**src/rtl/serial_frame_rx.sv**
```systemverilog
// serial_frame_rx
// Serial-to-parallel frame receiver. WIDTH serial bits are assembled into a
// word under a bit-valid strobe. Each completed word goes to a downstream
// consumer through a one-entry holding register. The sticky OVR flag records
// every dropped bit and every discarded word.
//
// Ports
//   CP        clock; all state changes on the rising edge
//   MR        synchronous active-low reset
//   SIN       serial data bit
//   SEN       SIN is valid this cycle
//   SYNC      frame start; restarts the bit counter
//   DIR       0 = MSB-first, 1 = LSB-first; sampled for each bit
//   DOUT      word in the holding register
//   DVALID    DOUT holds an unconsumed word
//   DREADY    consumer accepts DOUT when DVALID & DREADY
//   OVR       sticky overrun / frame-discard flag
//   OVR_CLR   clears OVR; a set in the same cycle wins
//   BUSY      a frame is partially or fully held in the shift register
//   state_dbg current FSM state (IDLE=0, SHIFT=1, STALL=2)
//
// Handshake: DOUT transfers on a rising edge where DVALID and DREADY are both
// high. DOUT does not change while DVALID is high until that transfer happens.
// DREADY may stay high while DVALID is low; it has no effect then.
module serial_frame_rx #(
  parameter int WIDTH = 4
) (
  input  logic             CP,
  input  logic             MR,
  input  logic             SIN,
  input  logic             SEN,
  input  logic             SYNC,
  input  logic             DIR,
  output logic [WIDTH-1:0] DOUT,
  output logic             DVALID,
  input  logic             DREADY,
  output logic             OVR,
  input  logic             OVR_CLR,
  output logic             BUSY,
  output logic [1:0]       state_dbg
);

  localparam int CNT_W = $clog2(WIDTH + 1);

  typedef enum logic [1:0] {
    IDLE  = 2'd0,
    SHIFT = 2'd1,
    STALL = 2'd2
  } state_t;

  state_t             state_q, state_d;
  logic [WIDTH-1:0]   sr_q, sr_d;
  logic [CNT_W-1:0]   cnt_q, cnt_d;
  logic [WIDTH-1:0]   dout_q, dout_d;
  logic               dvalid_q, dvalid_d;
  logic               ovr_q, ovr_d;

  logic               pop;
  logic               ovr_set;
  logic [WIDTH-1:0]   first_word;
  logic [WIDTH-1:0]   shifted_word;

  assign pop = dvalid_q & DREADY;

  // Bit 0 of a new frame goes into a cleared register. Then no stale bits
  // can survive if DIR changes partway through a frame.
  assign first_word   = DIR ? {SIN, {(WIDTH-1){1'b0}}} : {{(WIDTH-1){1'b0}}, SIN};
  assign shifted_word = DIR ? {SIN, sr_q[WIDTH-1:1]}   : {sr_q[WIDTH-2:0], SIN};

  always_ff @(posedge CP) begin
    if (!MR) begin
      state_q  <= IDLE;
      sr_q     <= '0;
      cnt_q    <= '0;
      dout_q   <= '0;
      dvalid_q <= 1'b0;
      ovr_q    <= 1'b0;
    end else begin
      state_q  <= state_d;
      sr_q     <= sr_d;
      cnt_q    <= cnt_d;
      dout_q   <= dout_d;
      dvalid_q <= dvalid_d;
      ovr_q    <= ovr_d;
    end
  end

  always_comb begin
    state_d  = state_q;
    sr_d     = sr_q;
    cnt_d    = cnt_q;
    dout_d   = dout_q;
    dvalid_d = dvalid_q;
    ovr_set  = 1'b0;

    // A pop frees the holding register. A reload in the branches below
    // overrides this in the same cycle.
    if (pop) dvalid_d = 1'b0;

    if (SYNC) begin
      // A SYNC in IDLE costs no data. In SHIFT or STALL it throws away
      // the bits already collected.
      if (state_q != IDLE) ovr_set = 1'b1;
      if (SEN) begin
        sr_d    = first_word;
        cnt_d   = CNT_W'(1);
        state_d = SHIFT;
      end else begin
        sr_d    = '0;
        cnt_d   = '0;
        state_d = IDLE;
      end
    end else begin
      case (state_q)
        IDLE: begin
          if (SEN) begin
            sr_d    = first_word;
            cnt_d   = CNT_W'(1);
            state_d = SHIFT;
          end
        end
        SHIFT: begin
          if (SEN) begin
            sr_d = shifted_word;
            if (cnt_q == CNT_W'(WIDTH - 1)) begin
              cnt_d = '0;
              if (!dvalid_q || pop) begin
                dout_d   = shifted_word;
                dvalid_d = 1'b1;
                state_d  = IDLE;
              end else begin
                state_d  = STALL;
              end
            end else begin
              cnt_d = cnt_q + CNT_W'(1);
            end
          end
        end
        STALL: begin
          if (pop) begin
            dout_d   = sr_q;
            dvalid_d = 1'b1;
            if (SEN) begin
              sr_d    = first_word;
              cnt_d   = CNT_W'(1);
              state_d = SHIFT;
            end else begin
              sr_d    = '0;
              cnt_d   = '0;
              state_d = IDLE;
            end
          end else if (SEN) begin
            // The shift register is full and cannot drain, so the bit is dropped.
            ovr_set = 1'b1;
          end
        end
        default: begin
          sr_d    = '0;
          cnt_d   = '0;
          state_d = IDLE;
        end
      endcase
    end

    // A new overrun event takes priority over a clear in the same cycle.
    ovr_d = ovr_set | (ovr_q & ~OVR_CLR);
  end

  assign DOUT      = dout_q;
  assign DVALID    = dvalid_q;
  assign OVR       = ovr_q;
  assign BUSY      = (state_q != IDLE);
  assign state_dbg = state_q;

endmodule

```
**config.mk**
```make
export PLATFORM = sky130hd
export DESIGN_NAME = serial_frame_rx
export DESIGN_NICKNAME = d
export VERILOG_FILES = /design/src/rtl/serial_frame_rx.sv
export SDC_FILE = /design/constraint.sdc
export NUM_CORES = 1
export LEC_CHECK = 0
export ABC_CLOCK_PERIOD_IN_PS = 2400
export CORE_MARGIN = 4
export CORE_UTILIZATION = 50
export CTS_BUF_LIST = sky130_fd_sc_hd__clkbuf_16
export DETAILED_ROUTE_END_ITERATION = 12
export PLACE_DENSITY_LB_ADDON = 0.3
export SLEW_MARGIN = 5
export SYNTH_ARGS = -nofsm -noshare
export SYNTH_HDL_FRONTEND = slang
export SYNTH_SLANG_ARGS = --single-unit
```
**constraint.sdc**
```tcl
create_clock -name CP -period 2.4 [get_ports CP]
set_input_delay 0.48 -clock CP [delete_from_list [all_inputs] [get_ports CP]]
set_output_delay 0.48 -clock CP [all_outputs]
set_load 0.01 [all_outputs]
```
==> results of run 1 <==
[critical path, delay by kind of cell (launching register included)]
family / cells / cell delay, ps
buffers and inverters: 3 / 720
adder cells (fa/ha/maj): 1 / 280
flip-flops: 1 / 410
[per-stage QoR]
stage | worst slack, ps | util | cell area [um^2]
after global routing | 147 | 0.691 | 1220
final | 258 | 0.691 | 1220
after global placement | 351 | 0.646 | 1140
after detailed placement | 325 | 0.646 | 1140
after floorplan | 747 | - | 958
after CTS | 260 | 0.691 | 1220
[area by class of cell]
cell class,instances,area [um^2]
Sequential cell,15,300
Clock buffer,3,75.1
Timing Repair Buffer,18,175
Fill cell,148,544
Inverter,5,18.8
Tap cell,25,31.3
Multi-Input combinational cell,85,614
Clock inverter,1,5.00
[cells by family after synthesis]
kind of cell | Yosys count | share of synthesized area
fa+ha+maj | 5 | 0.0653
simple gates | 43 | 0.244
flops | 15 | 0.313
compound gates | 29 | 0.247
buf+inv | 11 | 0.0457
mux | 8 | 0.0849
[routing by layer]
layer / vias to the layer above / global-route usage
met5: - / 0
met4: 0 / 0.105
met3: 5 / 0.0516
met2: 41 / 0.331
met1: 403 / 0.249
li1: 427 / -
[power by group through the flow]
stage | Clock [mW] | Combinational [mW] | Sequential, mW
finish | 0.332 | 0.116 | 0.264
global route | 0.349 | 0.125 | 0.266
CTS | 0.336 | 0.115 | 0.264
detailed placement | 0 | 0.112 | 0.269
global placement | 0 | 0.109 | 0.268
floorplan | 0 | 0.0700 | 0.269
[cell usage in the layout, fill, tap and decap left out, types with 3 or more instances in the layout]
master,n
a21boi_1,5
clkbuf_16,3
clkdlybuf4s50_1,16
dfxtp_1,15
ha_1,5
inv_1,5
mux2i_1,7
nand2_1,18
nand2b_1,4
nand3b_1,3
nor2b_1,3
o21ai_0,5
[sequential cells by signal (all words and copies together), names as in the netlist]
name / flops
DOUT: 4
sr_q: 4
cnt_q: 3
state_dbg: 2
DVALID: 1
OVR: 1
[path summary, 6_finish.rpt]
kind	from	to	cells past startpoint
worst max-delay path	state_dbg[0]$_SDFFE_PN0P_	BUSY	4
worst min-delay path	DOUT[0]$_SDFFE_PN0P_	DOUT[0]$_SDFFE_PN0P_	2
worst max register to register	state_dbg[0]$_SDFFE_PN0P_	cnt_q[1]$_SDFFE_PN0P_	6
worst min register to register	DOUT[0]$_SDFFE_PN0P_	DOUT[0]$_SDFFE_PN0P_	2
==> metrics.md, run 1 <==
| Metric | Value |
|---|---|
| Status | finished, final reports clean |
| Largest net degree at the start of global routing | 15 |
| Root buffer cell | clkbuf_16 |
| Via density | ~5.8 |
| Worst slew margin | 0.698 |
| Sw frac | 0.247 |
| DR pass1 iterations | 4 |
| Critical path required time | 1920 ps |
| RSZ-0062 raised after global routing | false |
| Mapped Nets | 124 |
| Clk sinks | 15 |
| Critical Path End Type | output port |
| Die area | around 2700 um^2 |
| Predominant post-synthesis flop cell | dfxtp_1 |
| Worst vdd ir | approximately 0.00047 V |
| TNS Setup | 0 ps |
| Hold crit path type | register to register |
| Dpl hpwl | 1610 um |
| Post-synth top area share | 0.313 |
| #FFs+latches synth | 15 |
| Drt first-iter violations | 30 |
| I/O pins | 17 |
| Syn_area_per_cell | 8.63 um^2 |
| Gpl congestion | ~0.79 |
| Setup-failing EPs final | 0 |
| Hold buffers post-CTS | 0 |
| Top post-synthesis cells by area | dfxtp_1 (31%), mux2i_1 (7.3%), nand2_1 (7.0%) |
| Async S/R FF share, synth | 0 |
| N_diodes | 0 |
| Max incr delay on CP | about 530 ps |
| Critical path class | register to output port |
| Post-synth cell types | 38 |
| Bufs on Longest Clock Path | 2 |
| Avg WL per Cell | about 15 um |
| Gr ovfl total | 0 |
| Fin. max-slew vios | 0 |
| CP dominant cell by count | inv_1 |
| Initial antenna violation count | 0 |
| CP Cell Sequence | inv_1 -> ha_1 -> inv_1 -> clkdlybuf4s50_1 |
| M1 WL | around 1000 um |
| Max Fclk | between 400 and 500 MHz |
| Synthesized cell area | 958 um^2 |
| # rows | 15 |
| P_sw | roughly 180 uW |
| Post-CTS setup buffer count | 0 |
| Wire length of the first global-routing pass | 3990 um |
| CTS tree | done |
| Power share of the combinational group | 0.162 |
| Synthesized instance count | roughly 110 |
| Lkg Pwr | 0.495 nW |
| Initial core utilization | 0.543 |
| Power, Total | ~700 uW |
| All-Layer GR Usage | 0.204 |
| Nets | roughly 140 |
| Yosys top cell by area | dfxtp_1 |
| Met2 WL | around 1000 um |
| Slew @ Worst Pin | 451 ps |
| Slowest cell on crit path | clkdlybuf4s50_1 |
| Routed wl met3 | about 170 um |
| EDFF count, synth | 0 |
| Core Area | 1760 um^2 |
| P&R area growth vs syn | 27.3% |
| Internal power | approximately 540 uW |
| Die W | 51.8 um |
| Final hold viol count | 0 |
| Clock network fraction of design power | 0.467 |
| Top layer in use | met4 |
| R2R Setup Slk | about 520 ps |
| Die Ht | 51.8 um |
| ANT nets after route | 0 |
| Synth cell count leaders | nand2_1 (18), dfxtp_1 (15), mux2i_1 (7) |
| TritonCTS buffer count | 3 |
| Layout cell share with drive strength beyond 1 | 0.102 |
| Via count | about 880 |
| H-tree depth | 1 |
| Placed Cells | around 150 |
| Power Density | between 500 and 600 nW/um^2 |
| Vias in the first global route | approximately 850 |
| Cts repair resizes | 0 |
| Final hold slack | roughly 470 ps |
| Flop pwr share | 0.371 |
| Count leader, synth | nand2_1 |
| Fin cells | 152 |
| Final Cycle Share | 0.893 |
| CP arrival | about 1700 ps |
| Clock period minus worst slack | 2140 ps |
| Max-cap violations | 0 |
| Setup Skew | between 1 and 1.5 ps |
| Register area share after synthesis | 0.313 |
| Clk_lat worst skew | ~250 ps |
| Port-buffer cells | 16 |
| Startpoint types | register |
| Clock-pin slew on the worst setup and hold paths | approximately 50 ps |
| Synth Warn # | 0 |
| WL final | approximately 2300 um |
| # DRC | 0 |
| Crit path max fanout | 5 |
No activity file was read; power rests on OpenSTA's default activity.
==> run 2, diff against run 1 <==
Settings changed: ABC_AREA from default to 1, ABC_CLOCK_PERIOD_IN_PS 2400 to 2200, TNS_END_PERCENT from default to 20.
Clock period 2.4 ns to 2.2 ns, I/O delays scaled along.
==> run 2 against run 1 <==
Compared with the run above:
- clock power is 7.5% higher
- sequential share of layout area is 1.2 points lower
- cell count is 30% higher
- largest cell class unchanged
- combinational power is 37% higher
- count of clock-buffer cells in the layout stayed put
- clock skew is 3.8 ps higher
- synthesized cell count is 40% higher
- core utilization is 3.9 points lower
==> metrics.md, run 2 <==
| Metric | Value |
|---|---|
| Commonest non-fill, non-tap cell in the layout | nand2_1 |
| Initial core utilization | 0.531 (-0.0120) |
| Placed Cells | 193 (+30%) |
| Die W | 53.7 um (+3.6%) |
| RSZ-0062 raised after global routing | false |
| Largest family of logic cells by synthesized area | simple AND/OR/NAND/NOR gates |
| Hold crit path type | register to register |
| Synth Warn # | 0 (unchanged) |
| DR pass1 iterations | 4 (unchanged) |
| EDFF count, synth | 0 (unchanged) |
| Reg2reg end | cnt_q[0]$_SDFFE_PN0P_ |
| R2R Setup Slk | 540 ps (+20 ps) |
| Status | finished, final reports clean |
| Gpl congestion | 0.858 (+8.5%) |
| Dpl hpwl | 1790 um (+12%) |
| Post-CTS setup buffer count | 0 (unchanged) |
| Startpoint types | register |
| Via count | 1,038 (+18%) |
| Bufs on Longest Clock Path | 2 (unchanged) |
| CP arrival | 1620 ps (-40 ps) |
| Predominant post-synthesis flop cell | dfxtp_1 |
| Power Density | 637 nW/um^2 (+9.1%) |
| Worst slew margin | 0.668 (-0.0305) |
| Max Fclk | approximately 490 MHz |
| Mapped Nets | 168 (+35%) |
| Most frequent cells in the layout | nand2_1 (41), nor2_1 (25), clkdlybuf4s50_1 (16) |
| Layout cell share with drive strength beyond 1 | 0.0941 (-0.00824) |
| Initial antenna violation count | 0 (unchanged) |
| Critical path required time | 1760 ps (-160 ps) |
| Drt first-iter violations | 34 (+13%) |
| Clk sinks | 15 (unchanged) |
| Synth Area in Simple Gates | 0.394 (+0.150) |
| Post-synthesis adder-cell area fraction | 0.0600 (-0.00525) |
| N_diodes | 0 (unchanged) |
| #FFs+latches synth | 15 (unchanged) |
| Setup Skew | 5.08 ps (+3.81 ps) |
| Top post-synthesis cells by area | dfxtp_1 (29%), nand2_1 (15%), nor2_1 (9.0%) |
| Lkg Pwr | 0.557 nW (+12%) |
| Critical Path End Type | output port |
| I/O pins | 17 (unchanged) |
| Cts repair resizes | 0 (unchanged) |
| Avg WL per Cell | 12.3 um (-19%) |
| Hold buffers post-CTS | 0 (unchanged) |
| Crit path max fanout | 5 (unchanged) |
| Critical path class | register to output port |
| Worst Reg2Reg Path Length in Cells | 8 (+2) |
| Synth cell count leaders | nand2_1 (41), nor2_1 (25), dfxtp_1 (15), inv_1 (15), o21ai_1 (13) |
| Syn_area_per_cell | 6.72 um^2 (-22%) |
| Clock-pin slew on the worst setup and hold paths | 50 ps (about the same) |
| Fin. max-slew vios | 0 (unchanged) |
| # DRC | 0 (unchanged) |
| Wire length of the first global-routing pass | 3880 um (-2.6%) |
| Synthesized cell area | 1040 um^2 (+8.7%) |
| Die area | 2880 um^2 (+7.4%) |
| H-tree depth | 1 (unchanged) |
| Core Util, Final | 0.652 (-0.0391) |
| Xor and xnor area share after synthesis | 0 (unchanged) |
| Root buffer cell | clkbuf_16 |
| Largest net degree at the start of global routing | 15 (unchanged) |
| Gr ovfl total | 0 (unchanged) |
| Async S/R FF share, synth | 0 (unchanged) |
| All-Layer GR Usage | 0.184 (-0.0209) |
| Worst vdd ir | 0.000447 V (-4.6%) |
| Max-cap violations | 0 (unchanged) |
| Clock period minus worst slack | roughly 2100 ps |
| Nets | 184 (+30%) |
| ANT nets after route | 0 (unchanged) |
| Setup-failing EPs final | 0 (unchanged) |
| Post-synth cell types | 26 (-32%) |
| Count leader, synth | nand2_1 |
| Post-synth top area share | 0.288 (-0.0252) |
| End of the critical path | BUSY |
| Die Ht | 53.7 um (+3.6%) |
| # rows | 16 (+1) |
| WL final | 2420 um (+5.5%) |
| Post-synthesis compound-gate area fraction | 0.155 (-0.0919) |
| Core Area | 1960 um^2 (+11%) |
| Yosys top cell by area | dfxtp_1 |
| P&R area growth vs syn | 22.8% |
| TritonCTS buffer count | 3 (unchanged) |
| TNS Setup | 0 ps (unchanged) |
| RR Startpoint | state_dbg[1]$_SDFFE_PN0P_ |
| Port-buffer cells | 16 (unchanged) |
| Crit path launch | state_dbg[0]$_SDFFE_PN0P_ |
| Via density | 5.27 (-8.6%) |
| Vias in the first global route | 986 (+16%) |
| Post-synthesis mux area share | 0 (-0.0849) |
| Register area share after synthesis | 0.288 (-0.0252) |
| Clk_lat worst skew | 250 ps (about the same) |
| Fin cells | 197 (+30%) |
| Synthesized instance count | 155 (+40%) |
| Final Cycle Share | 0.936 |
| Slew @ Worst Pin | 497 ps (+45.6 ps) |
| CTS tree | done |
| Final hold viol count | 0 (unchanged) |
-- run 2: cell types whose count changed after synthesis, moves of 4 or more --
| cell | delta |
|---|---|
| a21boi_1 | -5 |
| a21oi_1 | +5 |
| clkbuf_1 | -4 |
| inv_1 | +10 |
| mux2i_1 | -7 |
| nand2_1 | +23 |
| nand2_4 | +4 |
| nand2b_1 | -4 |
| nand3_1 | +6 |
| nor2_1 | +23 |
| o21ai_0 | -5 |
| o21ai_1 | +12 |
-- run 2: how the worst min path moves through the flow --
stage                                        to                  start  depth (start not counted)
after floorplan           cnt_q[2]$_SDFFE_PN0P_  cnt_q[2]$_SDFFE_PN0P_                          2
after global placement    cnt_q[2]$_SDFFE_PN0P_  cnt_q[2]$_SDFFE_PN0P_                          2
after detailed placement  cnt_q[2]$_SDFFE_PN0P_  cnt_q[2]$_SDFFE_PN0P_                          2
after CTS                 cnt_q[2]$_SDFFE_PN0P_  cnt_q[2]$_SDFFE_PN0P_                          2
after global routing      cnt_q[1]$_SDFFE_PN0P_  cnt_q[1]$_SDFFE_PN0P_                          2
final                     cnt_q[2]$_SDFFE_PN0P_  cnt_q[2]$_SDFFE_PN0P_                          2
-- run 2: stage by stage --
stage / power, mW / area (um^2) / setup slack (ps) / hold slack [ps]
floorplan: 0.411 / 1040 / 789 / 433
global placement: 0.457 / 1200 / 306 / 447
detailed placement: 0.461 / 1200 / 277 / 460
CTS: 0.822 / 1280 / 133 / 466
global route: 0.849 / 1280 / 61.2 / 486
finish: 0.815 / 1280 / 140 / 462
-- run 2: logic make-up (layout without fill, tap and decap cells) --
family / count (synthesis) / count (layout)
simple gates: 85 / 85
compound gates: 28 / 28
buf+inv: 22 / 37
flops: 15 / 15
fa+ha+maj: 5 / 5
-- run 2: area by class of cell --
type,count,area (um^2)
timing repair buffer,16,160
clock inverter,1,5.00
clock buffer,3,75.1
tap,27,33.8
multi-input combinational,118,634
inverter,17,71.3
fill,196,682
sequential,15,300
-- run 2: layer usage --
layer	track usage	wire length [um]
met2	0.349	1200
met5	0	0
met3	0.0332	104
met1	0.197	1090
met4	0.0723	26
-- run 2: worst max-delay path: stages, from the launching register on --
cell	delay (ps)
dfxtp_1	390
inv_1	80
ha_1	250
inv_1	110
clkdlybuf4s50_1	540
-- run 2: report_power, final --
part           switching [mW]  leakage, nW  internal [mW]  total, mW
sequential             0.0121        0.122          0.287      0.299
clock                   0.114       0.0409          0.243      0.357
combinational          0.0926        0.394         0.0665      0.159
total                   0.219        0.557          0.596      0.815
==> run 3, diff against run 2 <==
Settings changed: GPL_TIMING_DRIVEN from default to 0, PLACE_DENSITY_LB_ADDON 0.3 to 0.12.
==> run 3 against run 2 <==
Compared with the run above:
- register-to-register slack better by 160 ps
- first-iteration DRC count down 50%
- global-route usage is 0.54 points higher
- wire length fell by 5.3%
- cell count grew 1.0%
- clock skew about the same
- critical path depth did not move
- clock power barely moved
- count of clock-buffer cells in the layout stayed put
- critical endpoint unchanged
==> metrics.md, run 3 (synthesis gave the netlist of run 2 again) <==
| Metric | Value |
|---|---|
| Status | finished, final reports clean |
| Wire length of the first global-routing pass | 4020 um (+3.4%) |
| Hold crit path type | register to register |
| P&R area growth vs syn | 23.4% |
| ANT nets after route | 0 (unchanged) |
| Via count | 980 (-5.6%) |
| Buf/Inv on CP | 3 (unchanged) |
| Fin. max-slew vios | 0 (unchanged) |
| Delay-heaviest family, CP | buffers and inverters |
| Critical Path End Type | output port |
| WHS Endpoint | cnt_q[2]$_SDFFE_PN0P_ |
| Gpl congestion | 0.816 (-4.9%) |
| Power, Total | 812 uW (-0.43%) |
| Final Cycle Share | 0.935 (-0.00183) |
| Root buffer cell | clkbuf_16 |
| Final hold slack | 474 ps (+11.9 ps) |
| Clk sinks | 15 (unchanged) |
| Initial antenna violation count | 0 (unchanged) |
| Worst slew margin | 0.810 (+0.142) |
| CP dominant cell by count | inv_1 |
| Sw frac | 0.265 (-0.00372) |
| Internal power | 597 uW (about the same) |
| Nets | 186 (+1.1%) |
| Power share of the combinational group | 0.194 (about the same) |
| Clock-pin slew on the worst setup and hold paths | 50 ps (about the same) |
| Via density | 4.92 (-6.5%) |
| Largest net degree at the start of global routing | 11 (-4) |
| Lkg Pwr | 0.570 nW (+2.3%) |
| Max incr delay on CP | 540 ps (about the same) |
| RR Startpoint | state_dbg[1]$_SDFFE_PN0P_ |
| CP Cell Sequence | inv_1 -> ha_1 -> inv_1 -> clkdlybuf4s50_1 |
| Clock period minus worst slack | 2060 ps (-4.03 ps) |
| Critical path required time | 1760 ps (about the same) |
| Die Ht | 53.7 um (unchanged) |
| Vias in the first global route | 924 (-6.3%) |
| Worst hold stages | 2 (unchanged) |
| Initial core utilization | 0.531 (unchanged) |
| N_diodes | 0 (unchanged) |
| TritonCTS buffer count | 3 (unchanged) |
| Gr ovfl total | 0 (unchanged) |
| Max-cap violations | 0 (unchanged) |
| Crit path max fanout | 5 (unchanged) |
| CP arrival | 1620 ps (about the same) |
| P_sw | 215 uW (-1.8%) |
| Power Density | 631 nW/um^2 (-0.91%) |
| Clk_lat worst skew | 250 ps (about the same) |
| H-tree depth | 1 (unchanged) |
| DR pass1 iterations | 4 (unchanged) |
| Dpl hpwl | 1790 um (-0.15%) |
| Reg2reg end | sr_q[3]$_SDFFE_PN0P_ |
| Setup Skew | 5.30 ps (+0.220 ps) |
| TNS Setup | 0 ps (unchanged) |
| Startpoint types | register |
| CTS tree | done |
| Die W | 53.7 um (unchanged) |
| I/O pins | 17 (unchanged) |
| Most frequent cells in the layout | nand2_1 (41), nor2_1 (25), dfxtp_1 (15), inv_1 (15) |
| Max Fclk | 486 MHz (+0.20%) |
| All-Layer GR Usage | 0.189 (+0.00541) |
| Bufs on Longest Clock Path | 2 (unchanged) |
| Slowest cell on crit path | clkdlybuf4s50_1 |
| Final hold viol count | 0 (unchanged) |
| Critical path class | register to output port |
| Worst vdd ir | 0.000367 V (-18%) |
| Core Area | 1960 um^2 (unchanged) |
| Layout cell share with drive strength beyond 1 | 0.122 (+0.0280) |
| # rows | 16 (unchanged) |
| # DRC | 0 (unchanged) |
| Slew @ Worst Pin | 284 ps (-212 ps) |
| Worst Reg2Reg Path Length in Cells | 8 (unchanged) |
| WL final | 2290 um (-5.3%) |
| Hold buffers post-CTS | 0 (unchanged) |
| RSZ-0062 raised after global routing | false |
| Setup-failing EPs final | 0 (unchanged) |
| Commonest non-fill, non-tap cell in the layout | nand2_1 |
| R2R Setup Slk | 700 ps (+160 ps) |
| Avg WL per Cell | 11.5 um (-6.3%) |
| Post-CTS setup buffer count | 0 (unchanged) |
| Hold path startpoint | cnt_q[2]$_SDFFE_PN0P_ |
| Cts repair resizes | 0 (unchanged) |
| Die area | 2880 um^2 (unchanged) |
| Port-buffer cells | 13 (-3) |
| Flop pwr share | 0.369 (+0.002) |
| Clock network fraction of design power | 0.438 (about the same) |
| Drt first-iter violations | 17 (-50%) |
==> run 3: cell count changes in the layout (fill, tap and decap cells not counted) <==
cell and delta:
buf_2 +2, buf_4 +2, buf_6 +1, clkdlybuf4s50_1 -3
==> run 3: metrics by stage <==
step                cells  worst slack, ps   util  instance area, um^2
floorplan             155              789      -                 1040
global route          199             93.8  0.656                 1290
detailed placement    195              407  0.615                 1210
global placement      195              416  0.615                 1210
CTS                   199              137  0.656                 1290
finish                199              144  0.656                 1290
==> run 3: final cells by class <==
| cell class | count | area, um^2 |
|---|---|---|
| fillers | 206 | 676 |
| multi-input cells | 118 | 634 |
| clock buffers | 3 | 75.1 |
| flip-flops and latches | 15 | 300 |
| well taps | 27 | 33.8 |
| inverters | 17 | 71.3 |
| plain buffers | 5 | 36.3 |
| clock inverters | 1 | 5.00 |
| repair buffers | 13 | 130 |
==> run 3: how the worst max path moves through the flow <==
stage                                         start              endpoint  slack, ps  cells past startpoint
after floorplan           state_dbg[1]$_SDFFE_PN0P_  sr_q[3]$_SDFFE_PN0P_        790                      8
after global routing      state_dbg[0]$_SDFFE_PN0P_                  BUSY         90                      4
after global placement    state_dbg[0]$_SDFFE_PN0P_                  BUSY        420                      4
after detailed placement  state_dbg[0]$_SDFFE_PN0P_                  BUSY        410                      4
after CTS                 state_dbg[0]$_SDFFE_PN0P_                  BUSY        140                      4
final                     state_dbg[0]$_SDFFE_PN0P_                  BUSY        140                      4
==> run 3: power groups by stage <==
stage                     Combinational [mW]  Clock (mW)  Sequential [mW]
after CTS                              0.158       0.363            0.299
after global placement                 0.155           0            0.304
after global routing                   0.176       0.373            0.300
after floorplan                        0.106           0            0.305
final                                  0.157       0.356            0.299
after detailed placement               0.157           0            0.305
==> run 3: worst register-to-register path: cells and delay by family, from the launching register on <==
| kind | cells | cell delay, ps |
|---|---|---|
| flip-flops | 1 | 380 |
| AO/OA/AOI/OAI | 2 | 340 |
| AND/OR/NAND/NOR | 4 | 320 |
| adder cells (fa/ha/maj) | 1 | 250 |
| buffers and inverters | 1 | 80 |
==> run 3: routing by layer <==
metal	global-route usage	wire length [um]
met4	0.0681	25
met1	0.233	1050
met5	0	0
met2	0.322	1150
met3	0.0388	65
